## config.mk

```make
export PLATFORM = sky130hd
export DESIGN_NAME = iter_shift_unit_flat
export DESIGN_NICKNAME = d
export VERILOG_FILES = /design/src/rtl/iter_shift_unit_if.sv /design/src/rtl/iter_shift_unit.sv /design/src/flat_wrapper.sv
export SDC_FILE = /design/constraint.sdc
export NUM_CORES = 1
export LEC_CHECK = 0
export BUFFER_PORTS_ARGS = -buffer_cell sky130_fd_sc_hd__buf_2
export CAP_MARGIN = 20
export CORE_MARGIN = 8
export CORE_UTILIZATION = 50
export CTS_CLUSTER_DIAMETER = 80
export CTS_CLUSTER_SIZE = 28
export DETAILED_ROUTE_END_ITERATION = 10
export HOLD_SLACK_MARGIN = 0.15
export PLACE_DENSITY_LB_ADDON = 0.3
export SETUP_SLACK_MARGIN = 0.2
export SLEW_MARGIN = 10
export SYNTH_ARGS = -nofsm -noshare
export SYNTH_HDL_FRONTEND = slang
export SYNTH_SLANG_ARGS = --single-unit
```

## constraint.sdc

```tcl
create_clock -name CLK -period 2.41 [get_ports CLK]
set_input_delay 0 -clock CLK [delete_from_list [all_inputs] [get_ports CLK]]
set_output_delay 0 -clock CLK [all_outputs]
set_load 0.02 [all_outputs]
```

## src/rtl/iter_shift_unit_if.sv

```systemverilog
// rtl/iter_shift_unit_if.sv - request/result bundle between the control FSM and the iterative shifter
interface iter_shift_unit_if #(
  parameter int WIDTH   = 8,
  parameter int SHAMT_W = 3
);
  logic               Start;
  logic               Flush;
  logic [1:0]         Mode;
  logic [WIDTH-1:0]   Operand;
  logic [SHAMT_W-1:0] Shamt;
  logic               OvIn;
  logic               Busy;
  logic               Done;
  logic [WIDTH-1:0]   Result;
  logic [WIDTH-1:0]   ShiftOut;
  logic               OvOut;

  modport master (
    output Start, Flush, Mode, Operand, Shamt, OvIn,
    input  Busy, Done, Result, ShiftOut, OvOut
  );

  modport slave (
    input  Start, Flush, Mode, Operand, Shamt, OvIn,
    output Busy, Done, Result, ShiftOut, OvOut
  );
endinterface

```

## src/rtl/iter_shift_unit.sv

```systemverilog
// rtl/iter_shift_unit.sv - one-bit-per-cycle shifter with overflow fill/capture for chained shifts
module iter_shift_unit #(
  parameter int WIDTH   = 8,
  parameter int SHAMT_W = 3
) (
  input  logic             CLK,
  input  logic             RST_n,
  iter_shift_unit_if.slave bus
);

  typedef enum logic [1:0] {
    ST_IDLE  = 2'd0,
    ST_SHIFT = 2'd1,
    ST_DONE  = 2'd2
  } state_t;

  typedef enum logic [1:0] {
    M_SLL = 2'b00,
    M_SRL = 2'b01,
    M_SRA = 2'b10,
    M_ROL = 2'b11
  } mode_t;

  state_t             state_q, state_d;
  mode_t              mode_q, mode_d;
  logic               ovin_q, ovin_d;
  logic [SHAMT_W-1:0] cnt_q, cnt_d;
  logic [WIDTH-1:0]   result_q, result_d;
  logic [WIDTH-1:0]   shout_q, shout_d;
  logic               ovout_q, ovout_d;

  logic right_shift;
  logic out_bit;

  assign right_shift = (mode_q == M_SRL) || (mode_q == M_SRA);
  assign out_bit     = right_shift ? result_q[0] : result_q[WIDTH-1];

  always_comb begin
    state_d  = state_q;
    mode_d   = mode_q;
    ovin_d   = ovin_q;
    cnt_d    = cnt_q;
    result_d = result_q;
    shout_d  = shout_q;
    ovout_d  = ovout_q;

    // Flush leaves the datapath untouched so partial results stay visible.
    if (bus.Flush) begin
      state_d = ST_IDLE;
    end else begin
      case (state_q)
        ST_IDLE: begin
          if (bus.Start) begin
            result_d = bus.Operand;
            mode_d   = mode_t'(bus.Mode);
            ovin_d   = bus.OvIn;
            cnt_d    = bus.Shamt;
            shout_d  = '0;
            ovout_d  = 1'b0;
            state_d  = (bus.Shamt != '0) ? ST_SHIFT : ST_DONE;
          end
        end
        ST_SHIFT: begin
          case (mode_q)
            M_SLL:   result_d = {result_q[WIDTH-2:0], ovin_q};
            M_SRL:   result_d = {ovin_q, result_q[WIDTH-1:1]};
            M_SRA:   result_d = {result_q[WIDTH-1], result_q[WIDTH-1:1]};
            default: result_d = {result_q[WIDTH-2:0], result_q[WIDTH-1]};
          endcase
          shout_d = right_shift ? {out_bit, shout_q[WIDTH-1:1]}
                                : {shout_q[WIDTH-2:0], out_bit};
          ovout_d = out_bit;
          cnt_d   = cnt_q - 1'b1;
          if (cnt_q == SHAMT_W'(1)) begin
            state_d = ST_DONE;
          end
        end
        ST_DONE: begin
          state_d = ST_IDLE;
        end
        default: begin
          state_d = ST_IDLE;
        end
      endcase
    end
  end

  always_ff @(posedge CLK or negedge RST_n) begin
    if (!RST_n) begin
      state_q  <= ST_IDLE;
      mode_q   <= M_SLL;
      ovin_q   <= 1'b0;
      cnt_q    <= '0;
      result_q <= '0;
      shout_q  <= '0;
      ovout_q  <= 1'b0;
    end else begin
      state_q  <= state_d;
      mode_q   <= mode_d;
      ovin_q   <= ovin_d;
      cnt_q    <= cnt_d;
      result_q <= result_d;
      shout_q  <= shout_d;
      ovout_q  <= ovout_d;
    end
  end

  assign bus.Busy     = (state_q != ST_IDLE);
  assign bus.Done     = (state_q == ST_DONE);
  assign bus.Result   = result_q;
  assign bus.ShiftOut = shout_q;
  assign bus.OvOut    = ovout_q;

endmodule

```

## src/flat_wrapper.sv

```systemverilog
// flat-port wrapper written by rule: the top's interface ports become plain ports
module iter_shift_unit_flat 
#(
  parameter int WIDTH   = 8,
  parameter int SHAMT_W = 3
)
  (CLK, RST_n, bus_Start, bus_Flush, bus_Mode, bus_Operand, bus_Shamt, bus_OvIn, bus_Busy, bus_Done, bus_Result, bus_ShiftOut, bus_OvOut);
  iter_shift_unit_if #(.WIDTH(WIDTH), .SHAMT_W(SHAMT_W)) bus_i ();
  input  logic CLK;
  input  logic RST_n;
  input wire logic [$bits(bus_i.Start)-1:0] bus_Start;
  input wire logic [$bits(bus_i.Flush)-1:0] bus_Flush;
  input wire logic [$bits(bus_i.Mode)-1:0] bus_Mode;
  input wire logic [$bits(bus_i.Operand)-1:0] bus_Operand;
  input wire logic [$bits(bus_i.Shamt)-1:0] bus_Shamt;
  input wire logic [$bits(bus_i.OvIn)-1:0] bus_OvIn;
  output wire logic [$bits(bus_i.Busy)-1:0] bus_Busy;
  output wire logic [$bits(bus_i.Done)-1:0] bus_Done;
  output wire logic [$bits(bus_i.Result)-1:0] bus_Result;
  output wire logic [$bits(bus_i.ShiftOut)-1:0] bus_ShiftOut;
  output wire logic [$bits(bus_i.OvOut)-1:0] bus_OvOut;
  assign bus_i.Start = bus_Start;
  assign bus_i.Flush = bus_Flush;
  assign bus_i.Mode = bus_Mode;
  assign bus_i.Operand = bus_Operand;
  assign bus_i.Shamt = bus_Shamt;
  assign bus_i.OvIn = bus_OvIn;
  assign bus_Busy = bus_i.Busy;
  assign bus_Done = bus_i.Done;
  assign bus_Result = bus_i.Result;
  assign bus_ShiftOut = bus_i.ShiftOut;
  assign bus_OvOut = bus_i.OvOut;
  iter_shift_unit #(.WIDTH(WIDTH), .SHAMT_W(SHAMT_W)) u_core (.CLK(CLK), .RST_n(RST_n), .bus(bus_i));
endmodule
```

Word-level counts from Yosys, hierarchy flattened

Index checks and enable logic that the tools add are counted.

Register bits after elaboration: 25
Input port bits: 18
Output and inout port bits: 19
Word-level logic and storage cells: 45

Add/sub/neg operators: 1
Equality and inequality tests: 9
Multiplexer cells: 16
Bitwise operators: 1
Reduce and logical (&&, ||, !) cells: 10

Operator list:

| cell                                                  | number |
|---|---|
| one-hot mux 8 bit (2 select lines)                    | 2 |
| two-way mux 8 bit                                     | 3 |
| one-hot mux 8 bit (3 select lines)                    | 1 |
| two-way mux 2 bit                                     | 4 |
| one-hot mux 3 bit (2 select lines)                    | 1 |
| AND reduction 3 bit                                   | 2 |
| equality test 2 x 1 -> 1 bit, second input constant   | 2 |
| equality test 2 bit, second input constant            | 2 |
| zero test 2 bit                                       | 2 |
| inequality test 2 bit, second input constant          | 2 |
| one-hot mux 2 bit (2 select lines)                    | 1 |
| AND reduction 4 bit                                   | 1 |
| nonzero test 2 bit                                    | 2 |
| equality test 3 x 1 -> 1 bit, second input constant   | 1 |
| two-way mux 3 bit                                     | 1 |
| inequality test 3 x 2 -> 1 bit, second input constant | 1 |
| inequality test 3 bit, second input constant          | 1 |
| nonzero test 3 bit                                    | 1 |
| subtractor 3 x 1 -> 3 bit, second input constant      | 1 |
| two-way mux 1 bit                                     | 2 |
| one-hot mux 1 bit (2 select lines)                    | 1 |
| AND reduction 2 bit                                   | 1 |
| logical OR 1 bit                                      | 1 |
| NOT 1 bit                                             | 1 |

Depth between registers and ports, before layout

Gate-level depths: netlist (run 1).

Word-level depth: 5
Gate-level depth with buffers: 6
Depth with buffers taken out: 5

Worst setup path before layout (run 1)

OpenSTA, ideal clock, no wires.

Kind: register -> register
Start point: register u_core.mode_q[0]
End point: register u_core.result_q[7] (netlist: u_core.bus.Result[7])
Library setup time: 0.122 ns
Arrival: 1.512 ns
Data required time: 2.288 ns
Path slack: 0.777 ns
Stages on the path, launching flop included: 7
Buffers on the path: 1
Clock period less this slack: 1.633 ns
Cells stage by stage: dfrtp_1 inv_1 ha_1 or2_1 buf_6 a221o_1 a32o_1

Longest elaborated chain between the ends: 3
Elaborated cells on any way between the ends: 7
Classes of those cells: 3 x eq/ne; 2 x mux; 2 x reduce/logical

Ends and longest elaborated chain:

| what                                                                               | line                   | text |
|---|---|---|
| start, declared                                                                    | iter_shift_unit.sv:25  | `mode_t mode_q, mode_d;` |
| start signal, assigned                                                             | iter_shift_unit.sv:99  | `mode_q <= mode_d;` |
| equality test 2 bit, or another cell as far along                                  | iter_shift_unit.sv:64  | `case (mode_q)` |
| one-hot mux 8 bit (3 select lines) / inequality test 2 bit (equally long branches) | n/a                    |  |
| one-hot mux 8 bit (2 select lines) / AND reduction 4 bit (equally long branches)   | n/a                    |  |
| end signal, assigned                                                               | iter_shift_unit.sv:102 | `result_q <= result_d;` |
| end, declared                                                                      | iter_shift_unit.sv:28  | `logic [WIDTH-1:0] result_q, result_d;` |

Several ways; a longest one is shown, not always the timed one.
A chain may end at the register's enable or synchronous reset.

Worst setup path in the final report (run 1)

Start point: register u_core.state_q[0]
End point: register u_core.cnt_q[2]

Longest elaborated chain between the ends: 3
Elaborated cells on any way between the ends: 6
Classes of those cells: 2 x eq/ne; 1 x mux; 3 x reduce/logical

Ends and longest elaborated chain:

| what                                                                         | line                   | text |
|---|---|---|
| start, declared                                                              | iter_shift_unit.sv:24  | `state_t state_q, state_d;` |
| start signal, assigned                                                       | iter_shift_unit.sv:98  | `state_q <= state_d;` |
| equality test 2 x 1 -> 1 bit / zero test 2 bit (equally long branches)       | iter_shift_unit.sv:51  | `case (state_q)` |
| nonzero test 2 bit (no line) / inequality test 2 bit (equally long branches) | n/a                    |  |
| AND reduction 3 bit (no line)                                                | n/a                    |  |
| end signal, assigned                                                         | iter_shift_unit.sv:101 | `cnt_q <= cnt_d;` |
| end, declared                                                                | iter_shift_unit.sv:27  | `logic [SHAMT_W-1:0] cnt_q, cnt_d;` |

Several ways; a longest one is shown, not always the timed one.

==> results.md, run 1 <==
* Mux contribution to synthesized area at 7.71%
* Switching share of power at around 39%
* Area Growth Syn to Fin at 26.8%
* Slew @ Worst Pin at approximately 0.81 ns
* R2R Setup Slk at 0.46 ns
* Area of the multi-input gates at 759 µm²
* Detailed Route Iter0 Violations at 95
* Clk sinks at 25
* Reg clk slew, reported paths at roughly 0.14 ns
* CP Launch Type: flop
* Largest net degree at the start of global routing at 26
* Antenna violations before repair at 1
* First drt pass iteration count at 4
* Post-Syn Nets at 169
* Post-synth EDFFs at 0
* Total Routing Usage GR at 15.6%
* Final wirelength at 3840 µm
* FILL cells at between 200 and 250
* Post-synth top area share at a little over two fifths
* Seq/Total Area, Yosys at 42.8%
* Met1 Wirelength at ~1600 µm
* DP Area at ~1600 µm²
* Met3 routed WL at roughly 250 µm
* Final Hold Viols at 0
* Combinational share of power at 39.4%
* Initial Utilization at 53.0%
* Post-Synth Adder-Cell Area at 5.14%
* DRC Markers at 0
* Worst Path Required at between 2 and 3 ns
* Asr flop ratio synth at 100%
* Num CTS Buffers at 3
* Clock root cell: clkbuf_4
* Die Width at 70.1 µm
* Via count at 1362
* Largest family of logic cells by synthesized area: compound AO/OA/AOI/OAI gates
* Critical path capture point type: flop
* Wire length of the first global-routing pass at 6580 µm
* CTS tree: built
* Critical path class: flop to flop
* Top Ports at 37
* Clk_skew at 0.00710 ns
* Seq cells post-synth at 25
* Worst min path class: primary input to flop
* Max-Cap Viols at 0
* Max VDD drop at 560 µV
* Crit path max fanout at 21
* Cells after Synth at 145
* Number of global-route vias before repair at 1364
* CP arrival at 2.17 ns
* DPL Wire Length at 2620 µm
* DIE HEIGHT at between 70 and 80 µm
* Cell internal pwr at 760 µW
* Area contributors post-synth: dfrtp_1, o31ai_1, o21ai_0
* Final setup fails at 0
* Final slew viol count at 0
* Met2 wire len at 1870 µm
* Flop pwr share at around 46%
* Setup TNS at 0 ns
* Max Used Layer: met4
* Synth unique cells at 40
* Rows at 19
* Status: completed
* Finished layout cell area at 1850 µm²
* Period utilization at 80.9%
* Register area at 626 µm²
* Min Tclk post-route at 1.95 ns
* Postcts setup bufs at 0
* Post-Synth Simple-Gate Area at around 12%
* Peak Freq at a little over 0.5 GHz
* Die ar. at 4910 µm²
* Max-slew headroom at 46.0%
* Share of post-route cells with drive strength above 1 at 26.7%
* Largest area contributor in the netlist: dfrtp_1
* Clk buf depth at 2
* GP Congestion at a little under 0.9
* Switching power at 483 µW
* P_leak at 0.000873 µW
* Overflow after GRT at 0
* Clock power share at 15.1%
* RSZ-0062 raised after global routing: false
* PortBufs at 36
* Syn avg cell area at 10.1 µm²
* ANT nets after route at 0
* CORE AREA at 2760 µm²
* Top FF cell, synth: dfrtp_1
* Clock Latency Late Sink at around 0.31 ns
* # H-tree levels at 1
* Final nets at 220
* DR vias/cell at 6.00
* Yosys Warn Count at 0
* Post-Synth XOR/XNOR Area at 0%
* Synth Area in Compound Gates at 26.8%
* Pwr per Cell Area at 671 nW/µm²
* WL/cell at between 15 and 20 µm
* Mapped cell area at 1460 µm²
[placed cells by master (no fill, tap or decap), types with 6 or more instances in the layout]
master          n
a221oi_1        6
buf_2          36
dfrtp_1        25
dlygate4sd3_1  19
ha_1            6
inv_1           6
mux2i_1         9
nor2_1          8
o21ai_0        23
o31ai_1        16
[logic make-up after synthesis]
family / Yosys count
buffers and inverters: 16
AOI/OAI and AO/OA: 57
DFF: 25
and+or+nand+nor: 30
adders and majority gates: 6
muxes: 11
[cell usage after synthesis (2+ instances only)]
library cell	count
a21oi_1	2
a221oi_1	6
and2_1	2
buf_2	2
buf_4	2
clkbuf_1	4
dfrtp_1	25
ha_1	6
inv_1	6
mux2_2	2
mux2i_1	9
nand2_1	2
nand2b_1	2
nand3_1	2
nor2_1	8
nor2b_1	3
o21ai_0	23
o31ai_1	16
or2_1	2
[worst paths after layout]
check | start | to | cells after the start
max | u_core.state_q[0] | u_core.cnt_q[2] | 4
min reg2reg | u_core.cnt_q[1] | u_core.cnt_q[1] | 2
min | bus_Start | u_core.state_q[0] | 4
max reg2reg | u_core.state_q[0] | u_core.cnt_q[2] | 4
max in group asynchronous | RST_n | u_core.bus.Result[5] | 2
min in group asynchronous | RST_n | u_core.bus.Result[0] | 2
[area by class of cell]
| cell class | count | area share [%] |
|---|---|---|
| diodes | 1 | 0.135 |
| clock buffers | 4 | 1.42 |
| inverters | 6 | 1.22 |
| multi-input cells | 104 | 41.0 |
| flip-flops and latches | 25 | 33.8 |
| well taps | 31 | 2.09 |
| repair buffers | 56 | 20.4 |
[routing by layer]
layer  vias to the layer above  track usage, %
met5                         -               0
met4                         0            6.47
met3                         8            3.95
met2                        55            25.4
met1                       659            19.2
li1                        640               -
[per-stage QoR]
| step | util [%] | cells | total power, µW | hold WS, ns | setup slack (ns) |
|---|---|---|---|---|---|
| CTS | 67.0 | 226 | 1250 | 0.171 | 0.248 |
| floorplan | - | 145 | 898 | -0.296 | 0.777 |
| finish | 67.2 | 227 | 1240 | 0.193 | 0.459 |
| global placement | 59.2 | 203 | 1020 | 0.0231 | 0.702 |
| global route | 67.2 | 227 | 1330 | 0.217 | 0.324 |
| detailed placement | 59.2 | 203 | 1040 | 0.0310 | 0.593 |
[power groups by stage]
stage          Sequential [µW]  Combinational [µW]  Clock, µW
6_report                   565                 489        188
5_1_grt                    575                 540        210
4_1_cts                    564                 490        196
3_5_place_dp               572                 465          0
3_3_place_gp               567                 449          0
2_1_floorplan              601                 297          0
[sequential cells by signal, summed over array words and instances (netlist names)]
| name | flops |
|---|---|
| u_core.bus.Result | 8 |
| u_core.bus.OvOut | 1 |
| u_core.state_q | 2 |
| u_core.mode_q | 2 |
| u_core.cnt_q | 3 |
| u_core.ovin_q | 1 |
| u_core.bus.ShiftOut | 8 |
[repair_timing]
item	CTS	global route
gates resized for setup	0	1
hold buffers	19	0
hold endpoints to repair	41	0
setup endpoints to repair	0	1
[critical path: stages, from the launching register on]
cell and delay (ns):
dfrtp_1 0.61, nand2b_2 0.33, o221ai_1 0.25, dlygate4sd3_1 0.59
a2bb2oi_1 0.07
No activity file was read; power rests on OpenSTA's default activity.
==> run 2, diff against run 1 <==
--- a/config.mk
+++ b/config.mk
@@ -8,7 +8,7 @@
 export BUFFER_PORTS_ARGS = -buffer_cell sky130_fd_sc_hd__buf_2
 export CAP_MARGIN = 20
 export CORE_MARGIN = 8
-export CORE_UTILIZATION = 50
+export CORE_UTILIZATION = 47
 export CTS_CLUSTER_DIAMETER = 80
 export CTS_CLUSTER_SIZE = 28
 export DETAILED_ROUTE_END_ITERATION = 10
==> constraint.sdc (replaced) <==
create_clock -name CLK -period 1.66 [get_ports CLK]
set_input_delay 0 -clock CLK [delete_from_list [all_inputs] [get_ports CLK]]
set_output_delay 0 -clock CLK [all_outputs]
set_load 0.02 [all_outputs]
==> results.md, run 2 (same netlist as run 1, synthesis figures left out) <==
* Status: completed (unchanged)
* Final setup fails at 0 (unchanged)
* RSZ-0062 raised after global routing: true (was false)
* Leading cell type in the layout, fill and taps excluded: buf_2 (unchanged)
* Final nets at 226 (was 220)
* DIE HEIGHT at 71.8 µm (was 70.1 µm)
* Final hold slack at 0.193 ns (about the same)
* Num CTS Buffers at 3 (unchanged)
* Register-to-Register Path Depth at 4 (unchanged)
* Clk sinks at 25 (unchanged)
* # H-tree levels at 1 (unchanged)
* Clock root cell: clkbuf_4 (unchanged)
* Slew @ Worst Pin at 0.566 ns (was 0.809 ns)
* ANT nets after route at 0 (unchanged)
* Number of global-route vias before repair at 1434 (was 1364)
* Worst min path class: primary input to async pin (was primary input to flop)
* Most frequent cells in the layout: buf_2, dfrtp_1, o21ai_0, dlygate4sd3_1, o31ai_1 (unchanged)
* Worst r2r dst: u_core.bus.Result[7] (was u_core.cnt_q[2])
* Top Ports at 37 (unchanged)
* PortBufs at 36 (unchanged)
* CP Launch Type: flop (unchanged)
* Die Width at 71.8 µm (was 70.1 µm)
* Clk buf depth at 2 (unchanged)
* Via count at 1392 (was 1362)
* WL/cell at 17.5 µm (was 16.9 µm)
* DPL Wire Length at 2890 µm (was 2620 µm)
* Worst Path Required at 1.88 ns (was 2.63 ns)
* Largest net degree at the start of global routing at 26 (unchanged)
* Reg clk slew, reported paths at 0.14 ns (about the same)
* DR vias/cell at 5.92 (was 6.00)
* GP Congestion at 0.830 (was 0.877)
* P_leak at 0.000931 µW (was 0.000873 µW)
* Period utilization at 96.9% (was 80.9%)
* Max VDD drop at 586 µV (was 560 µV)
* Postcts setup bufs at 0 (unchanged)
* Wire length of the first global-routing pass at 6680 µm (was 6580 µm)
* DRC Markers at 0 (unchanged)
* First drt pass iteration count at 4 (unchanged)
* Final wirelength at 4120 µm (was 3840 µm)
* Setup TNS at 0 ns (unchanged)
* Initial Utilization at 48.7% (was 53.0%)
* Crit path max fanout at 5 (was 21)
* Die ar. at 5150 µm² (was 4910 µm²)
* Final slew viol count at 0 (unchanged)
* Clock Latency Late Sink at 0.31 ns (about the same)
* Min Tclk post-route at 1.61 ns (was 1.95 ns)
* Max-Cap Viols at 0 (unchanged)
* Final Hold Viols at 0 (unchanged)
* Total Routing Usage GR at 16.2% (was 15.6%)
* Overflow after GRT at 0 (unchanged)
* Rows at 20 (was 19)
* Peak Freq at 0.621 GHz (was 0.513 GHz)
* CORE AREA at 3000 µm² (was 2760 µm²)
* CTS tree: built (unchanged)
* CP arrival at 1.83 ns (was 2.17 ns)
* Share of post-route cells with drive strength above 1 at 34.8% (was 26.7%)
* Critical path capture point type: flop (unchanged)
* Critical path class: flop to flop (unchanged)
* Antenna violations before repair at 1 (unchanged)
* Area Growth Syn to Fin at 36.1% (was 26.8%)
* Clk_skew at 0.00504 ns (was 0.00710 ns)
* Max-slew headroom at 62.3% (was 46.0%)
* Launch point of the worst reg-to-reg path: u_core.mode_q[1] (was u_core.state_q[0])
* R2R Setup Slk at 0.05 ns (was 0.46 ns)
* Detailed Route Iter0 Violations at 101 (was 95)
* Pwr per Cell Area at 990 nW/µm² (was 671 nW/µm²)
==> run 2: per-stage QoR <==
stage | worst slack [ns] | total power, µW | std cells | utilization, % | area, µm²
detailed placement | 0.0304 | 1560 | 213 | 56.8 | 1710
global route | 0.00653 | 2090 | 235 | 66.3 | 1990
global placement | 0.134 | 1520 | 213 | 56.8 | 1710
finish | 0.0509 | 1970 | 235 | 66.3 | 1990
CTS | 0.0620 | 1890 | 234 | 64.4 | 1930
floorplan | 0.0748 | 1310 | 145 | - | 1470
==> run 2: cell type report <==
cell class | count | area, µm²
Antenna cell | 1 | 2.50
Clock buffer | 4 | 26.3
Fill cell | 238 | 1010
Inverter | 6 | 22.5
Multi-Input combinational cell | 104 | 853
Sequential cell | 25 | 626
Tap cell | 33 | 41.3
Timing Repair Buffer | 62 | 418
==> run 2: how the worst max path moves through the flow <==
stage / slack [ns] / cells after the start / start / end
2_1_floorplan: 0.07 / 5 / u_core.mode_q[0] / u_core.bus.Result[7]
3_3_place_gp: 0.13 / 5 / u_core.mode_q[0] / u_core.bus.Result[3]
3_5_place_dp: 0.03 / 6 / u_core.mode_q[1] / u_core.bus.Result[5]
4_1_cts: 0.06 / 5 / u_core.mode_q[1] / u_core.bus.Result[7]
5_1_grt: 0.007 / 5 / u_core.mode_q[1] / u_core.bus.Result[0]
6_report: 0.05 / 4 / u_core.mode_q[1] / u_core.bus.Result[7]
==> run 2: layer usage <==
metal	GRT usage [%]	vias up	part of all wire, %
li1	-	652	-
met1	18.7	681	42
met2	27.7	47	49
met3	3.63	12	5.8
met4	7.48	0	3.1
met5	0	-	0
==> run 2: critical path: stages, from the launching register on <==
cell and delay, ns:
dfrtp_1 0.44, ha_2 0.22, or2_1 0.24, a221o_1 0.34, a32o_1 0.26
==> run 2: power by group <==
group	internal (µW)	total (µW)	switching, µW	leakage, µW
clock network	93.9	272	178	0.0000150
logic	378	850	472	0.000594
registers	708	846	138	0.000322
==> run 2: what timing repair did <==
item	4_1_cts	5_1_grt
hold buffers	17	0
endpoints found under the hold margin	41	0
gates resized for setup	5	7
endpoints found under the setup margin	17	19
pin swaps	0	2
==> run 3, diff against run 2 <==
--- a/config.mk
+++ b/config.mk
@@ -13,7 +13,7 @@
 export CTS_CLUSTER_SIZE = 28
 export DETAILED_ROUTE_END_ITERATION = 10
 export HOLD_SLACK_MARGIN = 0.15
-export PLACE_DENSITY_LB_ADDON = 0.3
+export PLACE_DENSITY = 0.75
 export SETUP_SLACK_MARGIN = 0.2
 export SLEW_MARGIN = 10
 export SYNTH_ARGS = -nofsm -noshare
==> results.md, run 3 (same netlist as run 1, synthesis figures left out) <==
* Via count at 1374 (was 1392)
* Pwr per Cell Area at 992 nW/µm² (was 990 nW/µm²)
* CORE AREA at 3000 µm² (unchanged)
* Initial Utilization at 48.7% (unchanged)
* Final core occ at 65.8% (was 66.3%)
* Final slew viol count at 0 (unchanged)
* Num CTS Buffers at 3 (unchanged)
* Top Ports at 37 (unchanged)
* Register area at 627 µm² (was 626 µm²)
* P_leak at 0.000918 µW (was 0.000931 µW)
* Max-Cap Viols at 0 (unchanged)
* RSZ-0062 raised after global routing: true (unchanged)
* Period utilization at 96.0% (was 96.9%)
* Min Tclk post-route at 1.59 ns (was 1.61 ns)
* FILL cells at 226 (was 238)
* CP arrival at 1.83 ns (about the same)
* Peak Freq at 0.628 GHz (was 0.621 GHz)
* # H-tree levels at 1 (unchanged)
* DPL Wire Length at 2760 µm (was 2890 µm)
* Share of post-route cells with drive strength above 1 at 34.8% (unchanged)
* Final nets at 226 (unchanged)
* Slew @ Worst Pin at 0.580 ns (was 0.566 ns)
* DRC Markers at 0 (unchanged)
* Setup TNS at 0 ns (unchanged)
* DIE HEIGHT at 71.8 µm (unchanged)
* Area Growth Syn to Fin at 35.2% (was 36.1%)
* Status: completed (unchanged)
* Launch point of the worst reg-to-reg path: u_core.mode_q[1] (unchanged)
* Final hold slack at 0.179 ns (was 0.193 ns)
* Power consumption at 1960 µW (was 1970 µW)
* Number of global-route vias before repair at 1389 (was 1434)
* Clock Latency Late Sink at 0.33 ns (was 0.31 ns)
* Leading cell type in the layout, fill and taps excluded: buf_2 (unchanged)
* Worst Setup SP: u_core.mode_q[1] (unchanged)
* Rows at 20 (unchanged)
* Critical path capture point type: flop (unchanged)
* WL/cell at 17.5 µm (about the same)
* Worst Path Required at 1.89 ns (was 1.88 ns)
* Die ar. at 5150 µm² (unchanged)
* Clk_skew at 0.00599 ns (was 0.00504 ns)
* PortBufs at 36 (unchanged)
* Setup WS pre-CTS at 0.0692 ns (was 0.0304 ns)
* Overflow after GRT at 0 (unchanged)
* Antenna Cells at 0 (was 1)
* Largest net degree at the start of global routing at 26 (unchanged)
* Most frequent cells in the layout: buf_2, dfrtp_1, o21ai_0, dlygate4sd3_1, o31ai_1 (unchanged)
* Setup WS post-layout at 0.0666 ns (was 0.0509 ns)
* CTS tree: built (unchanged)
* Critical path class: flop to flop (unchanged)
* Reg clk slew, reported paths at 0.14 ns (about the same)
* GP Congestion at 0.810 (was 0.830)
* Total Routing Usage GR at 15.7% (was 16.2%)
* Antenna violations before repair at 0 (was 1)
* Final Hold Viols at 0 (unchanged)
* CP Launch Type: flop (unchanged)
* DR vias/cell at 5.87 (was 5.92)
* ANT nets after route at 0 (unchanged)
* Final setup fails at 0 (unchanged)
* Wire length of the first global-routing pass at 6530 µm (was 6680 µm)
* Max VDD drop at 507 µV (was 586 µV)
* Area of the multi-input gates at 837 µm² (was 853 µm²)
* Final wirelength at 4090 µm (was 4120 µm)
* Die Width at 71.8 µm (unchanged)
* Clock root cell: clkbuf_4 (unchanged)
* Max-slew headroom at 61.3% (was 62.3%)
* Detailed Route Iter0 Violations at 98 (was 101)
* Clk buf depth at 2 (unchanged)
* Worst min path class: primary input to async pin (unchanged)
* Clk sinks at 25 (unchanged)
* First drt pass iteration count at 4 (unchanged)
* Crit path max fanout at 5 (unchanged)
[run 3: worst max-delay path, stage by stage (launching register included)]
cell and delay, ns:
dfrtp_1 0.44, ha_2 0.22, or2_1 0.25, a221o_1 0.34, a32o_1 0.26
[run 3: stage by stage]
step                      instance area, µm²  std cells
after detailed placement                1700        212
final                                   1980        234
after floorplan                         1470        145
after global routing                    1980        234
after global placement                  1700        212
after CTS                               1910        233
[run 3: worst paths after layout]
kind | end | slack [ns] | cells after the start
setup / recovery | u_core.bus.Result[7] | 0.07 | 4
hold / removal | u_core.bus.ShiftOut[2] | 0.18 | 2
setup reg to reg | u_core.bus.Result[7] | 0.07 | 4
hold reg to reg | u_core.bus.OvOut | 0.53 | 2
max in group asynchronous | u_core.state_q[0] | 1.07 | 2
min in group CLK | u_core.ovin_q | 0.44 | 3
[run 3: layout make-up]
class                   instances  share of cell area [%]
repair buffers                 62                    21.3
multi-input cells             104                    42.4
clock buffers                   4                    1.33
inverters                       6                    1.14
flip-flops and latches         25                    31.7
well taps                      33                    2.09
[run 3: routing by layer]
metal	part of all wire, %	GRT usage (%)
met2	50	26.5
met3	8.5	4.32
met5	0	0
met4	1.1	5.44
met1	41	18.5
[run 3: repair_timing]
| action | in CTS | in global routing |
|---|---|---|
| buffers inserted | 0 | 1 |
| setup endpoints to repair | 20 | 19 |
| hold buffers | 17 | 0 |
| endpoints found under the hold margin | 41 | 0 |
| resized for setup | 3 | 10 |
| pin swaps | 0 | 4 |
[run 3: report_power, final]
group | switching, µW | leakage (µW) | internal [µW]
Clock | 185 | 0.0000150 | 94.3
Sequential | 132 | 0.000321 | 709
Combinational | 462 | 0.000582 | 377
Total | 780 | 0.000918 | 1180
